[src/rtl/serial_to_parallel.sv]
// MSB-first serial-to-parallel deserializer with a small circular output buffer.
// Truncated bursts raise frame_err; words arriving at a full buffer raise overflow.
module serial_to_parallel #(
    parameter int WIDTH = 8,
    parameter int DEPTH = 2
) (
    input  logic                         clk,
    input  logic                         rst,
    input  logic                         din_valid,
    input  logic                         din_serial,
    output logic [WIDTH-1:0]             dout_parallel,
    output logic                         dout_valid,
    input  logic                         dout_ready,
    output logic                         frame_err,
    output logic                         overflow,
    output logic [$clog2(DEPTH+1)-1:0]   level
);

    localparam int LVL_W = $clog2(DEPTH + 1);
    localparam int PTR_W = (DEPTH > 1) ? $clog2(DEPTH) : 1;
    localparam int CNT_W = $clog2(WIDTH);

    typedef enum logic {IDLE, SHIFT} state_t;

    state_t               state, state_next;
    logic [CNT_W-1:0]     count, count_next;
    logic [WIDTH-1:0]     shreg, shreg_next;
    logic [WIDTH-1:0]     word;
    logic                 word_done;
    logic                 frame_next;

    logic [WIDTH-1:0]     mem [DEPTH];
    logic [PTR_W-1:0]     wr_ptr, rd_ptr, wr_next, rd_next;
    logic [LVL_W-1:0]     level_next;
    logic [WIDTH-1:0]     head_next;
    logic                 pop, push, drop, full;

    function automatic logic [PTR_W-1:0] ptr_inc(input logic [PTR_W-1:0] p);
        return (p == PTR_W'(DEPTH - 1)) ? '0 : p + 1'b1;
    endfunction

    assign word = {shreg[WIDTH-2:0], din_serial};

    always_comb begin
        state_next = state;
        count_next = count;
        shreg_next = shreg;
        word_done  = 1'b0;
        frame_next = 1'b0;
        case (state)
            IDLE: begin
                if (din_valid) begin
                    shreg_next = word;
                    count_next = CNT_W'(1);
                    state_next = SHIFT;
                end
            end
            SHIFT: begin
                if (din_valid) begin
                    shreg_next = word;
                    if (count == CNT_W'(WIDTH - 1)) begin
                        word_done  = 1'b1;
                        count_next = '0;
                        state_next = IDLE;
                    end else begin
                        count_next = count + 1'b1;
                    end
                end else begin
                    count_next = '0;
                    frame_next = 1'b1;
                    state_next = IDLE;
                end
            end
            default: state_next = IDLE;
        endcase
    end

    // A simultaneous pop frees the slot, so a completing word is never dropped then.
    always_comb begin
        pop        = dout_valid && dout_ready;
        full       = (level == LVL_W'(DEPTH));
        push       = word_done && (!full || pop);
        drop       = word_done && !push;
        rd_next    = pop  ? ptr_inc(rd_ptr) : rd_ptr;
        wr_next    = push ? ptr_inc(wr_ptr) : wr_ptr;
        level_next = level;
        if (push && !pop) begin
            level_next = level + 1'b1;
        end else if (pop && !push) begin
            level_next = level - 1'b1;
        end
        head_next = (push && (wr_ptr == rd_next)) ? word : mem[rd_next];
    end

    always_ff @(posedge clk or posedge rst) begin
        if (rst) begin
            state         <= IDLE;
            count         <= '0;
            shreg         <= '0;
            wr_ptr        <= '0;
            rd_ptr        <= '0;
            level         <= '0;
            dout_valid    <= 1'b0;
            dout_parallel <= '0;
            frame_err     <= 1'b0;
            overflow      <= 1'b0;
        end else begin
            state      <= state_next;
            count      <= count_next;
            shreg      <= shreg_next;
            wr_ptr     <= wr_next;
            rd_ptr     <= rd_next;
            level      <= level_next;
            dout_valid <= (level_next != '0);
            if (level_next != '0) begin
                dout_parallel <= head_next;
            end
            frame_err  <= frame_next;
            overflow   <= drop;
        end
    end

    // Storage needs no reset: occupancy and pointers define which entries are live.
    always_ff @(posedge clk) begin
        if (push) begin
            mem[wr_ptr] <= word;
        end
    end

endmodule

[config.mk]
export PLATFORM = sky130hd
export DESIGN_NAME = serial_to_parallel
export DESIGN_NICKNAME = d
export VERILOG_FILES = /design/src/rtl/serial_to_parallel.sv
export SDC_FILE = /design/constraint.sdc
export NUM_CORES = 1
export LEC_CHECK = 0
export CAP_MARGIN = 20
export CORE_UTILIZATION = 58
export CTS_BUF_LIST = sky130_fd_sc_hd__clkbuf_4 sky130_fd_sc_hd__clkbuf_8
export DETAILED_ROUTE_END_ITERATION = 12
export GPL_TIMING_DRIVEN = 1
export PLACE_DENSITY = 0.81
export SLEW_MARGIN = 20
export SYNTH_ARGS = -nofsm -noshare
export SYNTH_HDL_FRONTEND = slang
export SYNTH_SLANG_ARGS = --single-unit
[constraint.sdc]
create_clock -name clk -period 2.9 [get_ports clk]
set_clock_uncertainty 0.2 [all_clocks]
set_input_delay 0.87 -clock clk [delete_from_list [all_inputs] [get_ports clk]]
set_output_delay 0.87 -clock clk [all_outputs]
set_load 0.1 [all_outputs]
# After elaboration in Yosys (flattened, before gate mapping)
# Memory sizes are Yosys's and may differ from the RTL's. A register that Yosys moved wholly into a read port is not among the register bits.
# Index checks and enable logic that the tools add are counted.
dict set report totals {
  latchBits 0
  reg_bits 18
  word_cells 50
  memories 1
  in_bits 5
  rom_bits 0
  mem_bits_rw 16
}
# memory words word_bits read_ports rd_ports_with_merged_regs write_ports line_no
set memory_table {}
lappend memory_table {mem 2 8 1 1 1 32} ;# logic [WIDTH-1:0] mem [DEPTH];
dict set report classes {
  add_sub_neg 5
  muxes 21
  reduce_logical 10
  div 0
  eq_ne 3
  magnitude_cmp 0
  n_mul 0
  shift 0
  bitwise_logic 1
}
# op count
set ops {}
lappend ops {{1-bit 2-to-1 mux} 13}
lappend ops {{3-bit 2-to-1 mux} 3}
lappend ops {{7-bit 2-to-1 mux} 1}
lappend ops {{3-bit one-hot mux with 2 select lines} 1}
lappend ops {{1-bit logical AND} 5}
lappend ops {{2-bit 2-to-1 mux} 2}
lappend ops {{3-bit by 1-bit adder with 3-bit output, second input constant} 1}
lappend ops {{3-bit == test, second input constant} 1}
lappend ops {{1-bit logical NOT} 3}
lappend ops {{1-bit adder, second input constant} 2}
lappend ops {{2-bit by 1-bit adder with 2-bit output, second input constant} 1}
lappend ops {{2-bit == test, second input constant} 1}
lappend ops {{2-bit != test, second input constant} 1}
lappend ops {{1-bit one-hot mux with 2 select lines} 1}
lappend ops {{2-bit nonzero test} 1}
lappend ops {{2-bit by 1-bit subtractor with 2-bit output, second input constant} 1}
lappend ops {{1-bit logical OR} 1}
lappend ops {{1-bit inverter} 1}

# Longest topological paths before layout
# Gate-level depths: netlist of run 1.
dict set report logic_depth {
  ltp_word 10
  mapped_depth 8
  ltp_nobuf 7
}

# Worst setup path after synthesis of run 1
# No wires, ideal clock.
dict set report synth_timing {
  kind {reg-to-reg}
  from {register level[0]}
  to {register dout_parallel[0] (read register of mem)}
  setup_ps 126
  t_required_ps 2574
  path_buffers 0
  arrival_time_ps 2807
  period_less_slack_ps 3133
  path_stages_with_launch 7
  path_slack_ps -233
  path_cell_list {dfrtp_1 inv_1 ha_1 a211oi_2 mux2i_2 mux2_1 mux2_2}
}
dict set report synth_between {
  elab_chain_cells 9
  elab_cells_between_ends 12
  cone_classes {add/sub: 2; eq/ne: 1; mux: 2; reduce/logical: 7}
}
# element line_no
set synth_rtl {}
lappend synth_rtl {{from (decl)} 16} ;# output logic [$clog2(DEPTH+1)-1:0] level
lappend synth_rtl {{from (signal assigned)} 113} ;# level <= level_next;
lappend synth_rtl {{2-bit == test} 81} ;# full = (level == LVL_W'(DEPTH));
lappend synth_rtl {{1-bit logical NOT} 82} ;# push = word_done && (!full || pop);
lappend synth_rtl {{1-bit logical OR} 82}
lappend synth_rtl {{1-bit logical AND} 82}
lappend synth_rtl {{1-bit logical NOT} 89} ;# end else if (pop && !push) begin
lappend synth_rtl {{1-bit logical AND} 89}
lappend synth_rtl {{2-bit 2-to-1 mux} 89}
lappend synth_rtl {{2-bit 2-to-1 mux *} 87} ;# if (push && !pop) begin
lappend synth_rtl {{2-bit nonzero test *} 115} ;# if (level_next != '0) begin
lappend synth_rtl {{to (decl)} 11} ;# output logic [WIDTH-1:0] dout_parallel,
# Every way passes the cells marked *; elsewhere a longest branch is shown, timed or not.
# A chain may end at the register's enable or synchronous reset.

# Worst setup path in the final report of run 1
dict set report layout_timing {
  from {input port dout_ready}
  to {register dout_parallel[6] (read register of mem)}
}
dict set report layout_between {
  elab_chain_cells 8
  elab_cells_between_ends 11
  cone_classes {mux: 3; reduce/logical: 8}
}
# element line_no
set layout_rtl {}
lappend layout_rtl {{from (decl)} 13} ;# input logic dout_ready,
lappend layout_rtl {{1-bit logical AND *} 80} ;# pop = dout_valid && dout_ready;
lappend layout_rtl {{1-bit logical OR} 82}
lappend layout_rtl {{1-bit logical AND} 82}
lappend layout_rtl {{1-bit logical NOT} 89}
lappend layout_rtl {{1-bit logical AND} 89}
lappend layout_rtl {{2-bit 2-to-1 mux} 89}
lappend layout_rtl {{2-bit 2-to-1 mux} 87}
lappend layout_rtl {{2-bit nonzero test} 115}
# Marks and branches as above.

==> impl_metrics.ini, run 1 <==
[cts]
cts_tree = yes
clkLatencyLatePin_ps = 340
cts_resized = 0
clk_pin_slew_worst_paths_ps = 120
post-cts-setup-buffer-count = 0
root_buffer = clkbuf_4
cts_sinks = 42
ctsHoldBuffers = 0
htree_levels = 2
numCtsBuffers = 5
clock_path_buffers = 2

[timing]
worst_pin_slew_ps = 338
period_share_pct = 92.7
relSlewSlack_pct = 77.5
max_freq_ghz = 0.372
period_minus_slack_ps = 2690
finalHoldViolCount = 0
rsz0062_at_grt = no
maxSlewViolCount = 0
setup_viol = 0

[worst_setup_path]
startpoint = dout_ready
end_kind = flop
worstPathMaxFanout = 4
cp.arrival_ps = 2710
critPathLaunchType = input pin
reg2reg_from = count[0]
path_class = input pin to flop
required_ps = 2930

[grt]
grt_max_degree = 27
grt.total_usage_pct = 20.3
grt_pass1_vias = 1035
grt_overflow = 0
grt_pass1_wl_mm = 4.79
antenna_found_initial = 0

[finish]
final_layout_size_suffix_gt1_share_pct = 43.6
multiInputGateArea_um2 = 634
nets = 156
seqCellArea_um2 = 1130
n_antenna_cell = 0
area_delta_synth_final_pct = 17.9
fin_cells = 180
final.fill_count = 183

[floorplan]
io_pins = 18
rows = 19
die_w_um = 57.6
die_h_um = 57.6
dieArea_um2 = 3320
start_util_pct = 62.9
coreArea_um2 = 2850

[synth]
synth_top_area_cell = dfrtp_1
yosysUniqueCellTypes = 30
ys_top_cells_by_area = dfrtp_1 (36%), edfxtp_1 (27%), mux2_2 (14%), mux2_1 (5.0%), ha_1 (2.1%)
netlist.area_leader.share_pct = 36.3
synthFlopType = dfrtp_1
ys_warn_count = 0
synth-seq-cells = 42
synth_edf_count = 16
async_flop_share_pct = 61.9
syn-num-nets = 122
syn_area_per_cell_um2 = 15.7
syn-cell-area_um2 = 1790
synth-seq-area-share_pct = 63.1
syn_inst = 114

[route]
vias = 1036
drt_iter0_drc = 24
first_pass_iters = 10
wirelength_mm = 2.82
ant_nets = 0
drt_drc_violations_left = 2
vias_per_cell = 5.76
wire_per_inst_um = 15.7

[worst_hold_path]
min-delay-start = shreg[6]
hold_class = flop to flop

[placement]
gp_congestion = 0.760
place_hpwl_mm = 2.02
port_buffers = 17
placed_cells = 172

[run]
cap_violations = 0

[run_status]
status = finished with violations
failed_checks = DRC
-- worst max-delay path: stages --
cell and delay (ps):
clkdlybuf4s50_1 520, nand2_4 100, xor2_4 180, buf_4 170, mux2_2 330, mux2_1 290, mux2_2 260
-- final timing paths --
kind / endpoint / slack, ps / cells after the start
max: dout_parallel[6] / 210 / 7
min: mem[0][7] / 300 / 0
max reg2reg: dout_parallel[6] / 540 / 8
min reg2reg: mem[0][7] / 300 / 0
max in group asynchronous: level[0] / 1550 / 3
min in group asynchronous: frame_err / 670 / 3
-- metal layers --
metal | part of all wire (%) | up-vias | global-route usage [%] | routed length, um
met1 | 45 | 529 | 25.3 | 1270
met2 | 51 | 16 | 33.6 | 1430
met5 | 0 | - | 0 | 0
met3 | 2.4 | 5 | 4.76 | 68
li1 | - | 486 | - | -
met4 | 1.6 | 0 | 9.41 | 46
-- cells in the final DEF, fill, tap and decap left out, types with 2 or more instances in the layout --
master            n
a22o_1            3
a211oi_2          2
inv_1             5
nor2_1            4
clkdlybuf4s50_1   4
mux2_2           23
dfrtp_2           3
edfxtp_1         16
ha_1              3
dfrtp_1          23
and3_1            2
buf_4            25
mux2_1            8
a21oi_1           2
clkbuf_4          6
xnor2_1           2
-- layout make-up --
type | count | share of cell area [%]
Timing Repair Buffer | 29 | 10.8
Clock buffer | 6 | 2.13
Sequential cell | 42 | 53.7
Inverter | 5 | 0.888
Tap cell | 31 | 1.84
Multi-Input combinational cell | 65 | 30.0
Clock inverter | 2 | 0.651
-- sequential cells by signal, summed over array words and instances, names as in the netlist --
| signal | flops |
|---|---|
| frame_err | 1 |
| count | 3 |
| rd_ptr | 1 |
| wr_ptr | 1 |
| shreg | 7 |
| overflow | 1 |
| level | 2 |
| state | 1 |
| dout_valid | 1 |
| dout_parallel | 8 |
| mem | 16 |
-- kinds of logic after synthesis --
kind of cell | share of synthesized area, %
adder cells (fa/ha/maj) | 2.09
buffers and inverters | 1.53
multiplexers | 20.8
XOR/XNOR | 2.51
flip-flops | 63.1
AND/OR/NAND/NOR | 4.61
AO/OA/AOI/OAI | 5.37
-- stage by stage --
stage          setup slack (ps)  TNS (ps)  util, %  hold WS [ps]  cell area, um2
2_1_floorplan              78.4         0        -           253            1800
3_3_place_gp               -131      -972     72.0           277            2050
3_5_place_dp               -152     -1120     72.0           291            2050
4_1_cts                     218         0     74.1           310            2110
5_1_grt                     173         0     74.1           315            2110
6_report                    212         0     74.1           304            2110
-- Yosys cell counts, types with 2 or more instances --
cell      instances
a211oi_2          2
nor2_1            4
inv_1             5
mux2_1            8
a22o_1            3
and3_1            2
xnor2_1           2
a21oi_1           2
dfrtp_1          26
mux2_2           23
edfxtp_1         16
ha_1              3
Power of run 1 is not shown: default switching activity piles up to over one toggle a cycle in this logic, so the estimate is an artifact.
==> run 2, diff against run 1 <==
--- a/config.mk
+++ b/config.mk
@@ -11,6 +11,7 @@
 export DETAILED_ROUTE_END_ITERATION = 12
 export GPL_TIMING_DRIVEN = 1
 export PLACE_DENSITY = 0.81
+export SETUP_SLACK_MARGIN = 0.15
 export SLEW_MARGIN = 20
 export SYNTH_ARGS = -nofsm -noshare
 export SYNTH_HDL_FRONTEND = slang
==> impl_metrics.ini, run 2 (synthesis gave the netlist of run 1 again) <==
[placement]
gp_congestion = 0.835
dpl_worst_slack_ps = -199
place_hpwl_mm = 2.16
port_buffers = 17
placed_area_um2 = 2070

[worst_hold_path]
hold_class = flop to flop

[timing]
worst_pin_slew_ps = 344
setup_tns_ps = 0
worst_slack_ps = 247
period_minus_slack_ps = 2650
max_freq_ghz = 0.377
period_share_pct = 91.5
rsz0062_at_grt = no
finalHoldViolCount = 0
maxSlewViolCount = 0
setup_viol = 0
relSlewSlack_pct = 77.1

[cts]
clkLatencyLatePin_ps = 340
clk_pin_slew_worst_paths_ps = 110
root_buffer = clkbuf_4
cts_resized = 0
htree_levels = 2
clock_path_buffers = 2
cts_sinks = 42
cts_tree = yes
numCtsBuffers = 5
ctsHoldBuffers = 0
post-cts-setup-buffer-count = 0

[finish]
top_regs = mem x16, dout_parallel x8, shreg x7
nets = 155
max_flop_register = mem
largest_reg_flops = 16
stdcell_area_um2 = 2160
area_delta_synth_final_pct = 20.3
final_cell_mix = mux2_2 (23), dfrtp_1 (23), buf_4 (21)
n_antenna_cell = 0
final_layout_size_suffix_gt1_share_pct = 43.2
utilization_pct = 75.6

[worst_setup_path]
end_kind = flop
worstPathMaxFanout = 8
critPathLaunchType = input pin
path_class = input pin to flop
required_ps = 2930
cp.arrival_ps = 2680

[floorplan]
die_w_um = 57.6
start_util_pct = 62.9
io_pins = 18
coreArea_um2 = 2850
die_h_um = 57.6
dieArea_um2 = 3320
rows = 19

[grt]
grt_overflow = 0
antenna_found_initial = 0
grt_pass1_wl_mm = 5.35
grt_pass1_vias = 1117
grt_max_degree = 27
grt.total_usage_pct = 22.3

[route]
wire_per_inst_um = 17.3
first_pass_iters = 5
ant_nets = 0
wl_met3_um = 69
drt_iter0_drc = 20
wl_met2_mm = 1.54
vias_per_cell = 5.78
drt-met1-wl_mm = 1.42
vias = 1034
drt_drc_violations_left = 0
wirelength_mm = 3.09
dr.max_layer_used = met4

[run_status]
status = complete, no violations

[run]
cap_violations = 0
-- run 2: per-stage QoR --
| stage | instances | hold WS [ps] |
|---|---|---|
| after CTS | 178 | 322 |
| after floorplan | 114 | 253 |
| final | 179 | 318 |
| after global placement | 170 | 289 |
| after global routing | 179 | 338 |
| after detailed placement | 170 | 294 |
-- run 2: worst max-delay path, stage by stage --
cell and delay (ps):
clkdlybuf4s50_1 520, nand3_2 160, a211oi_4 280, mux2i_2 110, buf_6 150, mux2_1 320
mux2_2 260
-- run 2: layout make-up --
cell class | count | area, um2
clock buffer | 6 | 45.0
clock inverter | 2 | 13.8
fill | 184 | 696
inverter | 5 | 18.8
multi-input combinational | 65 | 649
sequential | 42 | 1130
tap | 31 | 38.8
timing repair buffer | 28 | 256
-- run 2: metal layers --
metal / vias to the layer above / global-route usage, %
li1: 493 / -
met1: 519 / 30.6
met2: 15 / 34.7
met3: 7 / 5.22
met4: 0 / 9.06
met5: - / 0
-- run 2: final timing paths --
| path | endpoint | depth (start not counted) | slack (ps) | from |
|---|---|---|---|---|
| min in group asynchronous | shreg[1] | 3 | 690 | rst |
| max in group asynchronous | dout_valid | 3 | 1530 | rst |
| hold reg to reg | dout_parallel[3] | 1 | 320 | dout_parallel[3] |
| hold / removal | dout_parallel[3] | 1 | 320 | dout_parallel[3] |
| setup / recovery | dout_parallel[3] | 7 | 250 | din_valid |
| setup reg to reg | dout_parallel[4] | 9 | 490 | count[0] |
Power of run 2 is left out for the same reason.
==> run 3, diff against run 2 <==
--- a/config.mk
+++ b/config.mk
@@ -5,6 +5,7 @@
 export SDC_FILE = /design/constraint.sdc
 export NUM_CORES = 1
 export LEC_CHECK = 0
+export ABC_AREA = 1
 export CAP_MARGIN = 20
 export CORE_UTILIZATION = 58
 export CTS_BUF_LIST = sky130_fd_sc_hd__clkbuf_4 sky130_fd_sc_hd__clkbuf_8
==> impl_metrics.ini, run 3 <==
[timing]
rsz0062_at_grt = no
relSlewSlack_pct = 78.0
setup_viol = 0
period_share_pct = 81.6
max_freq_ghz = 0.423
setup_tns_ps = 0
worst_slack_ps = 535
finalHoldViolCount = 0
period_minus_slack_ps = 2370
worst_pin_slew_ps = 330
maxSlewViolCount = 0

[route]
wire_per_inst_um = 13.1
vias = 1387
drt_iter0_drc = 90
wirelength_mm = 3.51
first_pass_iters = 4
vias_per_cell = 5.18
drt_drc_violations_left = 0
ant_nets = 0

[run]
cap_violations = 0

[floorplan]
die_h_um = 59.1
io_pins = 18
start_util_pct = 61.5
dieArea_um2 = 3490
coreArea_um2 = 3080
die_w_um = 59.1
rows = 20

[pwr]
p_total_mw = 2.39
cellPowerDensity_nw_per_um2 = 1100
ir_drop_v = 0.000476
p_leak_nw = 1.08

[cts]
clock_path_buffers = 2
clkLatencyLatePin_ps = 350
cts_resized = 0
numCtsBuffers = 5
ctsHoldBuffers = 0
cts_sinks = 42
post-cts-setup-buffer-count = 0
cts_tree = yes
root_buffer = clkbuf_4
clk_pin_slew_worst_paths_ps = 120
htree_levels = 2

[placement]
dpl_worst_slack_ps = 174
port_buffers = 17
place_hpwl_mm = 2.60
gp_congestion = 0.967

[grt]
grt_max_degree = 27
grt_pass1_vias = 1260
grt_overflow = 0
top_usage_layer = met2
grt_pass1_wl_mm = 5.62
use_met2_pct = 39.0
antenna_found_initial = 0
globalRouteMet3Util_pct = 4.59
grt_util_met1_pct = 28.1
grt.total_usage_pct = 22.7

[finish]
utilization_pct = 70.8
n_antenna_cell = 0
nets = 231
max_flop_register = mem
final_common_cell = nand2_1
final_layout_size_suffix_gt1_share_pct = 20.1
area_delta_synth_final_pct = 15.1
top_regs = mem x16, dout_parallel x8, shreg x7
largest_reg_flops = 16
final_cell_mix = nand2_1 (81), nand3_1 (25), dfrtp_1 (25)

[synth]
synth_edf_count = 16
yosysUniqueCellTypes = 20
async_flop_share_pct = 61.9
ys_top_cells_by_area = dfrtp_1 (34%), edfxtp_1 (25%), nand2_1 (16%), nand3_1 (6.6%), nand3_2 (2.6%)
syn_inst = 197
synth_top_area_cell = dfrtp_1
synth-seq-cells = 42
ys_warn_count = 0
syn-num-nets = 205
synth-seq-area-share_pct = 59.8
syn-cell-area_um2 = 1890
synth_commonest_cells = nand2_1 (81), dfrtp_1 (26), nand3_1 (25)
synthFlopType = dfrtp_1
synth_most_common_cell = nand2_1
netlist.area_leader.share_pct = 34.4
syn_area_per_cell_um2 = 9.60

[worst_setup_path]
path_class = input pin to flop
required_ps = 2950
worstPathMaxFanout = 11
end_kind = flop
cp.arrival_ps = 2420
critPathLaunchType = input pin

[run_status]
status = complete, no violations

[worst_hold_path]
hold_class = flop to flop
[run 3: cell count changes in the layout (fill, tap and decap cells not counted), moves of 4 or more]
cell | previous run | this run
inv_1 | 5 | 12
mux2_2 | 23 | 0
nand2_1 | 1 | 81
nand3_1 | 1 | 25
nand2_2 | 0 | 4
mux2_1 | 8 | 0
nand3_2 | 1 | 5
[run 3: final timing paths]
kind / startpoint / endpoint / slack [ps] / cells after the start
min in group asynchronous: rst / state / 650 / 3
min: dout_parallel[7] / dout_parallel[7] / 330 / 2
min reg2reg: dout_parallel[7] / dout_parallel[7] / 330 / 2
max reg2reg: count[0] / mem[0][1] / 900 / 7
max: dout_ready / dout_parallel[5] / 530 / 10
max in group asynchronous: rst / level[0] / 1570 / 3
[run 3: routing by layer]
layer  vias up  routed length, um
li1        686                  -
met1       668               1520
met2        25               1850
met3         8                 88
met4         0                 55
met5         -                  0
[run 3: critical path: stages]
cell	delay [ps]
clkdlybuf4s50_1	520
nand3_1	140
nand2_2	220
clkinv_1	250
nand2_1	130
nand2_1	60
nand2_1	60
nand2_1	60
nand2_1	70
nand2_1	50
[run 3: report_power, final]
part           internal [mW]  total, mW  switching, mW
sequential             0.727      0.807         0.0793
combinational          0.269       1.22          0.951
clock                  0.179      0.359          0.181
[run 3: cells by family after synthesis]
group                      synth area share (%)
AOI/OAI and AO/OA                          1.06
adders and majority gates                  1.98
buffers and inverters                      4.37
DFF                                        59.8
and+or+nand+nor                            32.8
[run 3: cell type report]
class / count / area (um2)
clock inverter: 3 / 40.0
multi-input combinational: 137 / 678
inverter: 14 / 52.6
fill: 233 / 900
sequential: 42 / 1130
timing repair buffer: 23 / 183
clock buffer: 5 / 37.5
tap: 44 / 55.1
[run 3: metrics by stage]
step                      instances  hold WS (ps)  area, um2
after floorplan                 197           265       1890
after global placement          260           292       2100
after detailed placement        260           295       2100
after CTS                       268           327       2180
after global routing            268           367       2180
final                           268           327       2180
Power figures use the tool's default switching activity.
